==> config.mk <==
export PLATFORM = sky130hd
export DESIGN_NAME = jtpopeye_objdma
export DESIGN_NICKNAME = d
export VERILOG_FILES = /design/src/rtl/jtpopeye_pkg.sv /design/src/rtl/jtpopeye_objdma_pack.sv /design/src/rtl/jtpopeye_objdma.sv
export SDC_FILE = /design/constraint.sdc
export NUM_CORES = 1
export LEC_CHECK = 0
export ABC_CLOCK_PERIOD_IN_PS = 3500
export BUFFER_PORTS_ARGS = -buffer_cell sky130_fd_sc_hd__buf_4
export CELL_PAD_IN_SITES_DETAIL_PLACEMENT = 1
export CELL_PAD_IN_SITES_GLOBAL_PLACEMENT = 1
export CORE_UTILIZATION = 46
export CTS_CLUSTER_DIAMETER = 60
export CTS_CLUSTER_SIZE = 10
export DETAILED_ROUTE_END_ITERATION = 16
export PLACE_DENSITY_LB_ADDON = 0.1
export RECOVER_POWER = 100
export SLEW_MARGIN = 10
export SYNTH_ARGS = -nofsm -noshare
export SYNTH_HDL_FRONTEND = slang
export SYNTH_HIERARCHICAL = 1
export SYNTH_SLANG_ARGS = --single-unit
==> constraint.sdc <==
create_clock -name clk -period 3.5 [get_ports clk]
set_input_delay 0.7 -clock clk [delete_from_list [all_inputs] [get_ports clk]]
set_output_delay 0.7 -clock clk [all_outputs]
set_load 0.01 [all_outputs]
==> src/rtl/jtpopeye_pkg.sv <==
// Shared definitions for the object-table DMA.
// Holds the DMA state encoding, default parameter values and a small
// helper that sizes counters so single-entry configurations still get
// a one-bit signal.
package jtpopeye_pkg;

   typedef enum logic [2:0] {
      ST_IDLE    = 3'd0,
      ST_REQ     = 3'd1,
      ST_XFER    = 3'd2,
      ST_FLUSH   = 3'd3,
      ST_WAIT_VB = 3'd4
   } dma_state_t;

   localparam int OBJN_DEF  = 64;
   localparam int OBJB_DEF  = 4;
   localparam int AW_DEF    = 10;
   localparam int BASE_DEF  = 0;
   localparam int HGATE_DEF = 1;

   // Width of a counter that must hold 0..n-1 (never narrower than 1 bit).
   function automatic int cnt_w(input int n);
      return (n > 1) ? $clog2(n) : 1;
   endfunction

endpackage

==> src/rtl/jtpopeye_objdma_pack.sv <==
// Object record assembly.
// Collects the bytes returned by the source memory into one record and
// raises a one-cen write strobe once the last byte of an object lands.
// Ports:
//   clk, rst_n, cen  - clock, async active-low reset, clock enable
//   cap              - capture din this cen (an address was issued last cen)
//   cap_byte         - byte position of the data being captured
//   cap_obj          - object index the data belongs to
//   din              - byte from source memory
//   obj_we           - one-cen write strobe, record complete
//   obj_addr         - object index of the completed record
//   obj_data         - assembled record, byte k in bits [8k+7:8k]
module jtpopeye_objdma_pack
   import jtpopeye_pkg::*;
#(
   parameter int OBJN = OBJN_DEF,
   parameter int OBJB = OBJB_DEF
)(
   input  logic                     clk,
   input  logic                     rst_n,
   input  logic                     cen,
   input  logic                     cap,
   input  logic [cnt_w(OBJB)-1:0]   cap_byte,
   input  logic [cnt_w(OBJN)-1:0]   cap_obj,
   input  logic [7:0]               din,
   output logic                     obj_we,
   output logic [cnt_w(OBJN)-1:0]   obj_addr,
   output logic [8*OBJB-1:0]        obj_data
);

   localparam int BW = cnt_w(OBJB);

   logic cap_last;
   assign cap_last = (cap_byte == BW'(OBJB - 1));

   always_ff @(posedge clk or negedge rst_n) begin
      if (!rst_n) begin
         obj_we   <= 1'b0;
         obj_addr <= '0;
         obj_data <= '0;
      end else if (cen) begin
         // The strobe is registered together with the final byte so the
         // record is whole for the entire cen period the strobe is high.
         obj_we <= cap & cap_last;
         if (cap) begin
            for (int k = 0; k < OBJB; k++) begin
               if (cap_byte == BW'(k)) obj_data[8*k +: 8] <= din;
            end
            if (cap_last) obj_addr <= cap_obj;
         end
      end
   end

endmodule

==> src/rtl/jtpopeye_objdma.sv <==
// Object table DMA.
// During vertical blanking this block requests the CPU bus, reads the
// object table byte by byte from source memory and writes whole object
// records into the object buffer. If VB ends before the table is done,
// the copy is abandoned and a sticky overrun flag is raised until the
// next VB rise.
// Ports:
//   clk, rst_n, cen - clock, async active-low reset, clock enable
//   VB              - vertical blanking
//   HBD_n           - active-low horizontal blanking window for DMA
//   busak_n         - CPU bus acknowledge (active low)
//   DD_DMA          - source data, valid one cen after its address
//   busrq_n         - CPU bus request (active low)
//   AD_DMA, dma_cs  - source address and select
//   obj_we, obj_addr, obj_data - object buffer write port
//   done            - one-cen pulse when the whole table has been copied
//   overrun         - sticky, VB ended before the table completed
//
// Handshake: an address is issued on a cen edge only when busak_n is low
// (and HBD_n is low if HGATE=1); the matching byte is taken on the next
// cen edge, regardless of whether the following address can be issued.
module jtpopeye_objdma
   import jtpopeye_pkg::*;
#(
   parameter int OBJN  = OBJN_DEF,
   parameter int OBJB  = OBJB_DEF,
   parameter int AW    = AW_DEF,
   parameter int BASE  = BASE_DEF,
   parameter int HGATE = HGATE_DEF
)(
   input  logic                     clk,
   input  logic                     rst_n,
   input  logic                     cen,
   input  logic                     VB,
   input  logic                     HBD_n,
   input  logic                     busak_n,
   input  logic [7:0]               DD_DMA,
   output logic                     busrq_n,
   output logic [AW-1:0]            AD_DMA,
   output logic                     dma_cs,
   output logic                     obj_we,
   output logic [cnt_w(OBJN)-1:0]   obj_addr,
   output logic [8*OBJB-1:0]        obj_data,
   output logic                     done,
   output logic                     overrun
);

   localparam int OW = cnt_w(OBJN);
   localparam int BW = cnt_w(OBJB);
   localparam logic [AW-1:0] BASE_A = AW'(BASE);

   dma_state_t     state, state_nx;
   logic [OW-1:0]  obj_cnt, obj_nx, iss_obj, iss_obj_nx;
   logic [BW-1:0]  byte_cnt, byte_nx, iss_byte, iss_byte_nx;
   logic [AW-1:0]  ad_nx, addr_cur;
   logic           cs_nx, done_nx, ovr_nx;
   logic           vb_l, vb_rise, vb_fall;
   logic           issue_en, abort;
   logic           obj_end, tbl_end;

   assign vb_rise  = VB & ~vb_l;
   assign vb_fall  = ~VB & vb_l;
   assign issue_en = ~busak_n & ((HGATE == 0) | ~HBD_n);
   assign obj_end  = (byte_cnt == BW'(OBJB - 1));
   assign tbl_end  = obj_end & (obj_cnt == OW'(OBJN - 1));
   // Computed at AW bits so the sum wraps the same way the address bus does.
   assign addr_cur = BASE_A + AW'(obj_cnt) * AW'(OBJB) + AW'(byte_cnt);

   // Bus is requested for the whole copy, including paused stretches.
   assign busrq_n = ~((state == ST_REQ) | (state == ST_XFER) | (state == ST_FLUSH));

   always_comb begin
      state_nx    = state;
      obj_nx      = obj_cnt;
      byte_nx     = byte_cnt;
      iss_obj_nx  = iss_obj;
      iss_byte_nx = iss_byte;
      ad_nx       = AD_DMA;
      cs_nx       = 1'b0;
      done_nx     = 1'b0;
      ovr_nx      = overrun;
      abort       = 1'b0;
      case (state)
         ST_IDLE: begin
            if (vb_rise) begin
               state_nx = ST_REQ;
               obj_nx   = '0;
               byte_nx  = '0;
               ovr_nx   = 1'b0;
            end
         end
         ST_REQ: begin
            if (vb_fall)       abort    = 1'b1;
            else if (!busak_n) state_nx = ST_XFER;
         end
         ST_XFER: begin
            if (vb_fall) begin
               abort = 1'b1;
            end else if (issue_en) begin
               ad_nx       = addr_cur;
               cs_nx       = 1'b1;
               iss_obj_nx  = obj_cnt;
               iss_byte_nx = byte_cnt;
               if (tbl_end) begin
                  state_nx = ST_FLUSH;
                  obj_nx   = '0;
                  byte_nx  = '0;
               end else if (obj_end) begin
                  obj_nx  = obj_cnt + OW'(1);
                  byte_nx = '0;
               end else begin
                  byte_nx = byte_cnt + BW'(1);
               end
            end
         end
         ST_FLUSH: begin
            // The final byte is captured by the pack stage on this edge.
            if (vb_fall) begin
               abort = 1'b1;
            end else begin
               done_nx  = 1'b1;
               state_nx = ST_WAIT_VB;
            end
         end
         ST_WAIT_VB: begin
            if (!VB) state_nx = ST_IDLE;
         end
         default: state_nx = ST_IDLE;
      endcase
      if (abort) begin
         state_nx = ST_IDLE;
         ovr_nx   = 1'b1;
      end
   end

   always_ff @(posedge clk or negedge rst_n) begin
      if (!rst_n) begin
         state    <= ST_IDLE;
         vb_l     <= 1'b0;
         obj_cnt  <= '0;
         byte_cnt <= '0;
         iss_obj  <= '0;
         iss_byte <= '0;
         AD_DMA   <= BASE_A;
         dma_cs   <= 1'b0;
         done     <= 1'b0;
         overrun  <= 1'b0;
      end else if (cen) begin
         state    <= state_nx;
         vb_l     <= VB;
         obj_cnt  <= obj_nx;
         byte_cnt <= byte_nx;
         iss_obj  <= iss_obj_nx;
         iss_byte <= iss_byte_nx;
         AD_DMA   <= ad_nx;
         dma_cs   <= cs_nx;
         done     <= done_nx;
         overrun  <= ovr_nx;
      end
   end

   // An abort drops the in-flight byte so no partial object is written.
   jtpopeye_objdma_pack #(
      .OBJN (OBJN),
      .OBJB (OBJB)
   ) u_pack (
      .clk      (clk),
      .rst_n    (rst_n),
      .cen      (cen),
      .cap      (dma_cs & ~abort),
      .cap_byte (iss_byte),
      .cap_obj  (iss_obj),
      .din      (DD_DMA),
      .obj_we   (obj_we),
      .obj_addr (obj_addr),
      .obj_data (obj_data)
   );

endmodule

# Yosys cells after proc, flatten, opt, wreduce, memory -nomap -nowiden

Index checks and enable logic that the tools add are counted.

Bits in registers: 72
Input port bits: 14
Output and inout port bits: 53
Logic and storage cells: 102

Add/subtract/negate cells: 3
Eq/ne operators: 21
Muxes and demuxes: 32
Bitwise logic cells: 15
Reduce and logical (&&, ||, !) cells: 15

Operators with widths:

| cell                                          | number |
|---|---|
| two-way mux 6 bit                             | 5 |
| two-way mux 3 bit                             | 9 |
| != test 3 bit, second input constant          | 9 |
| one-hot mux 3 bit (5 select lines)            | 1 |
| AND reduction 3 bit                           | 5 |
| one-hot mux 6 bit (2 select lines)            | 1 |
| two-way mux 1 bit                             | 10 |
| two-way mux 2 bit                             | 5 |
| adder 8 x 2 -> 9 bit                          | 1 |
| AND reduction 9 bit                           | 1 |
| inverter 1 bit                                | 7 |
| adder 6 x 1 -> 6 bit, second input constant   | 1 |
| AND 1 bit                                     | 6 |
| == test 2 bit, second input constant          | 3 |
| == test 3 x 2 -> 1 bit, second input constant | 2 |
| == test 6 bit, second input constant          | 1 |
| != test 2 bit, second input constant          | 3 |
| AND reduction 6 bit                           | 1 |
| nonzero test 2 bit                            | 3 |
| AND reduction 5 bit                           | 1 |
| one-hot mux 2 bit (2 select lines)            | 1 |
| AND reduction 4 bit                           | 1 |
| == test 3 x 1 -> 1 bit, second input constant | 1 |
| == test 3 bit, second input constant          | 1 |
| 6 further kinds                               | 7 |

# Depth between registers and ports, before layout

Depth after elaboration: 7
Depth in mapped cells: 7
Gate-level depth less buffers: 5

# By module

Netlist, hierarchy kept.

Modules (own cells, without submodules):

| module               | times used | cells an instance | area an instance (µm²) |
|---|---|---|---|
| jtpopeye_objdma_pack | 1          | 85                | 1532.7 |
| jtpopeye_objdma      | 1          | 119               | 1256.2 |

# Worst setup path before layout

No wires, ideal clock.

Path kind: input to register
From: input port VB
To: register u_pack.obj_data[0]
Library setup time: 125 ps
Arrival time: 1976 ps
Data required time: 3375 ps
Slack: 1399 ps
Cell stages on the path: 7
Buffers on the path: 2
Cell sequence: nand2b_1 -> buf_4 -> nor3_1 -> nor2_1 -> and4bb_1 -> buf_6 -> mux2_2

Longest elaborated chain between the ends: 7

Ends and longest elaborated chain:

| what                          | RTL line                                                             | text |
|---|---|---|
| start, declared               | jtpopeye_objdma.sv:34                                                | `input logic VB,` |
| inverter 1 bit                | jtpopeye_objdma.sv:62                                                | `assign vb_fall = ~VB & vb_l;` |
| AND 1 bit                     | jtpopeye_objdma.sv:62                                                |  |
| two-way mux 1 bit             | jtpopeye_objdma.sv:93, jtpopeye_objdma.sv:97, jtpopeye_objdma.sv:118 |  |
| two-way mux 1 bit             | n/a                                                                  |  |
| inverter 1 bit                | jtpopeye_objdma.sv:170                                               | `.cap (dma_cs & ~abort),` |
| AND 1 bit                     | jtpopeye_objdma.sv:170                                               |  |
| AND reduction 3 bit (no line) | n/a                                                                  |  |
| end signal, assigned by index | jtpopeye_objdma_pack.sv:47                                           | `if (cap_byte == BW'(k)) obj_data[8*k +: 8] <= din;` |
| end, declared                 | jtpopeye_objdma_pack.sv:28                                           | `output logic [8*OBJB-1:0] obj_data` |

Every way passes these cells.
A chain may end at the register's enable or synchronous reset.

# Final worst setup path

From: input port VB
To: register u_pack.obj_data[18]

The elaborated chain is that of the path after synthesis.

==> results.json <==
{
  "cts_hold_buf": 0,
  "synthesis.area_um2": 2790,
  "grt_antenna_before_repair": 0,
  "mostFrequentLayoutCells": "62 x dfrtp_1, 55 x clkbuf_1, 39 x mux2_2",
  "leakagePower_nw": 1.50,
  "async_reset_ff_share_pct": 100,
  "vias": 1890,
  "startpoint_type": "input pin",
  "drt-pass1-iter-count": 4,
  "yosysWarnings": 6,
  "die_area_um2": 6380,
  "wl_per_cell_um": 17.6,
  "cts_tree": "yes",
  "worst-path-max-fanout": 9,
  "setup_viol": 0,
  "synth.distinct_cells": 47,
  "r2r-start": "state[1]",
  "coreArea_um2": 5680,
  "gp_congestion": 0.762,
  "violations": "capacitance limit, slew limit",
  "num_rows": 27,
  "period_share_pct": 71.9,
  "hold_path_class": "flop to flop",
  "cts_buffer_depth": 2,
  "irDropWorstVdd_mv": 0.290,
  "outcome": "finished with violations",
  "rsz0062_at_grt": "no",
  "syn_inst": 204,
  "ant_nets": 0,
  "layoutNonFillerInstCount": 347,
  "drv_cap": 1,
  "die_y_um": 79.9,
  "worst-slew-pin-transition_ps": 1510,
  "tns_ps": 0,
  "cts-root-buf": "clkbuf_8",
  "overflow": 0,
  "clock_sinks": 62,
  "startpoint": "VB",
  "start_util_pct": 49.1,
  "worst_setup_path_end_kind": "flop",
  "dp_cells": 331,
  "criticalPathCategory": "input pin to flop",
  "cts.repair.resized": 0,
  "seqPwrFrac_pct": 49.6,
  "nFillCells": 605,
  "cts_setup_buffers": 0,
  "slew_violations": 62,
  "drtIter0Drc": 94,
  "ys_seq_area_share_pct": 55.6,
  "htree_num_levels": 3,
  "drive_above_1_share_pct": 25.1,
  "grt_use_total_pct": 21.8,
  "antennaDiodeCount": 0,
  "syn_area_per_cell_um2": 13.7,
  "cp_cell_sequence": "clkbuf_1 -> nand2b_1 -> nor3_1 -> nor2_1 -> nand4b_1 -> mux2_2",
  "portBuffers": 64,
  "wirelength_um": 6100,
  "cts_inserted_buffers": 9,
  "dp.final_hpwl_um": 4270,
  "cts.clk_slew.worst_paths_ps": 60,
  "post-route-drc-count": 0,
  "p_clk_share_pct": 27.2,
  "viasPerCell": 5.45,
  "total_power_mw": 1.99,
  "internal_power_mw": 1.32,
  "grt_max_degree": 63,
  "slew_headroom_pct": -0.541,
  "combinationalPowerShare_pct": 23.2,
  "grt_pass1_vias": 1937,
  "mostFrequentLayoutCell": "dfrtp_1",
  "grt_pass1_wl_um": 10200,
  "max_stage_delay_ps": 570,
  "ys_ff_latch": 62,
  "crit_slowest_cell": "nand4b_1",
  "finClkSkew_ps": 8.00,
  "die-width_um": 79.9,
  "ys.flop_type": "dfrtp_1",
  "powerDensity_nw_per_um2": 623,
  "max_clock_freq_mhz": 398,
  "crit_arrival_ps": 2720,
  "switchingPower_mw": 0.665,
  "switching_share_pct": 33.5,
  "required_ps": 3710,
  "hp-start": "u_pack/obj_data[28]",
  "areaGrowthSynthToFinish_pct": 14.4,
  "final_nets": 286,
  "worstSkewPairLatency_ps": 330,
  "synth_edf_count": 0,
  "hold_viol": 0,
  "min_period_ps": 2520,
  "pin_count": 67
}
==> synthesized netlist by cell type (2+ instances only) <==
library cell / number / area (um2)
nand2b_1: 5 / 31.3
o22ai_1: 2 / 12.5
nand3_1: 5 / 25.0
nor2_1: 5 / 18.8
mux2_2: 39 / 439
dfrtp_1: 62 / 1550
ha_1: 2 / 25.0
nand4b_2: 2 / 30.0
buf_6: 4 / 45.0
nand2_1: 9 / 33.8
nor3_1: 2 / 10.0
a211oi_1: 2 / 15.0
mux2_4: 9 / 135
inv_1: 7 / 26.3
buf_4: 3 / 22.5
o31ai_1: 4 / 30.0
nor3b_1: 3 / 22.5
or3b_1: 2 / 17.5
o21ai_0: 7 / 35.0
clkbuf_1: 2 / 7.51
and2_1: 2 / 12.5
==> worst max-delay path: cells and delay by family <==
family        cells  cell delay [ps]
simple gates      4             1330
mux               1              500
buf+inv           1              190
==> metrics by stage <==
stage	area, um2	utilization (%)	worst slack [ps]	hold slack (ps)
after floorplan	2790	-	1400	404
after global placement	3280	57.8	946	489
after detailed placement	3280	57.8	873	496
after CTS	3450	60.8	1180	464
after global routing	3190	56.2	803	522
final	3190	56.2	984	505
==> final timing paths <==
| kind | to | slack [ps] | cells after the start |
|---|---|---|---|
| worst max register to register | u_pack/obj_data[18] | 1170 | 5 |
| worst min register to register | u_pack/obj_data[28] | 500 | 1 |
| min in group asynchronous | u_pack/obj_data[8] | 720 | 1 |
| worst max-delay path | u_pack/obj_data[18] | 980 | 6 |
| worst min-delay path | u_pack/obj_data[28] | 500 | 1 |
| max in group asynchronous | u_pack/obj_addr[2] | 1850 | 1 |
==> area by class of cell <==
cell class / count / area [um2] / area share (%)
sequential: 62 / 1550 / 48.6
multi-input combinational: 126 / 1070 / 33.7
timing repair buffer: 64 / 279 / 8.75
clock buffer: 12 / 145 / 4.55
tap: 72 / 90.1 / 2.82
inverter: 7 / 26.3 / 0.824
clock inverter: 4 / 22.5 / 0.706
==> cells by family (layout without fill, tap and decap cells) <==
kind of cell	Yosys count	after routing	synth area share [%]
DFF	62	62	55.6
muxes	49	49	21.0
and+or+nand+nor	46	46	10.9
AOI/OAI and AO/OA	27	27	7.72
buffers and inverters	17	87	3.81
adders and majority gates	2	2	0.897
other	1	2	0.134
==> flip-flops by register name, indices dropped and copies added (netlist names), 2 cells and up <==
name	count
iss_obj	5
byte_cnt	2
u_pack/obj_addr	6
state	3
u_pack/obj_data	32
obj_cnt	6
AD_DMA	2
==> layer usage <==
layer,GRT usage [%],up-vias,routed length [um]
met5,0,-,0
met4,8.57,0,75
met3,5.49,6,280
met2,34.4,50,2970
met1,28.8,964,2770
li1,-,870,-
==> power by group through the flow <==
stage                     Combinational (mW)  Sequential [mW]  Clock (mW)
after detailed placement               0.548             1.01           0
after CTS                              0.553            0.992       0.557
after global placement                 0.530            0.998           0
final                                  0.461            0.984       0.540
after global routing                   0.515             1.01       0.591
after floorplan                        0.309            0.992           0
(Power assumes the default switching activity.)
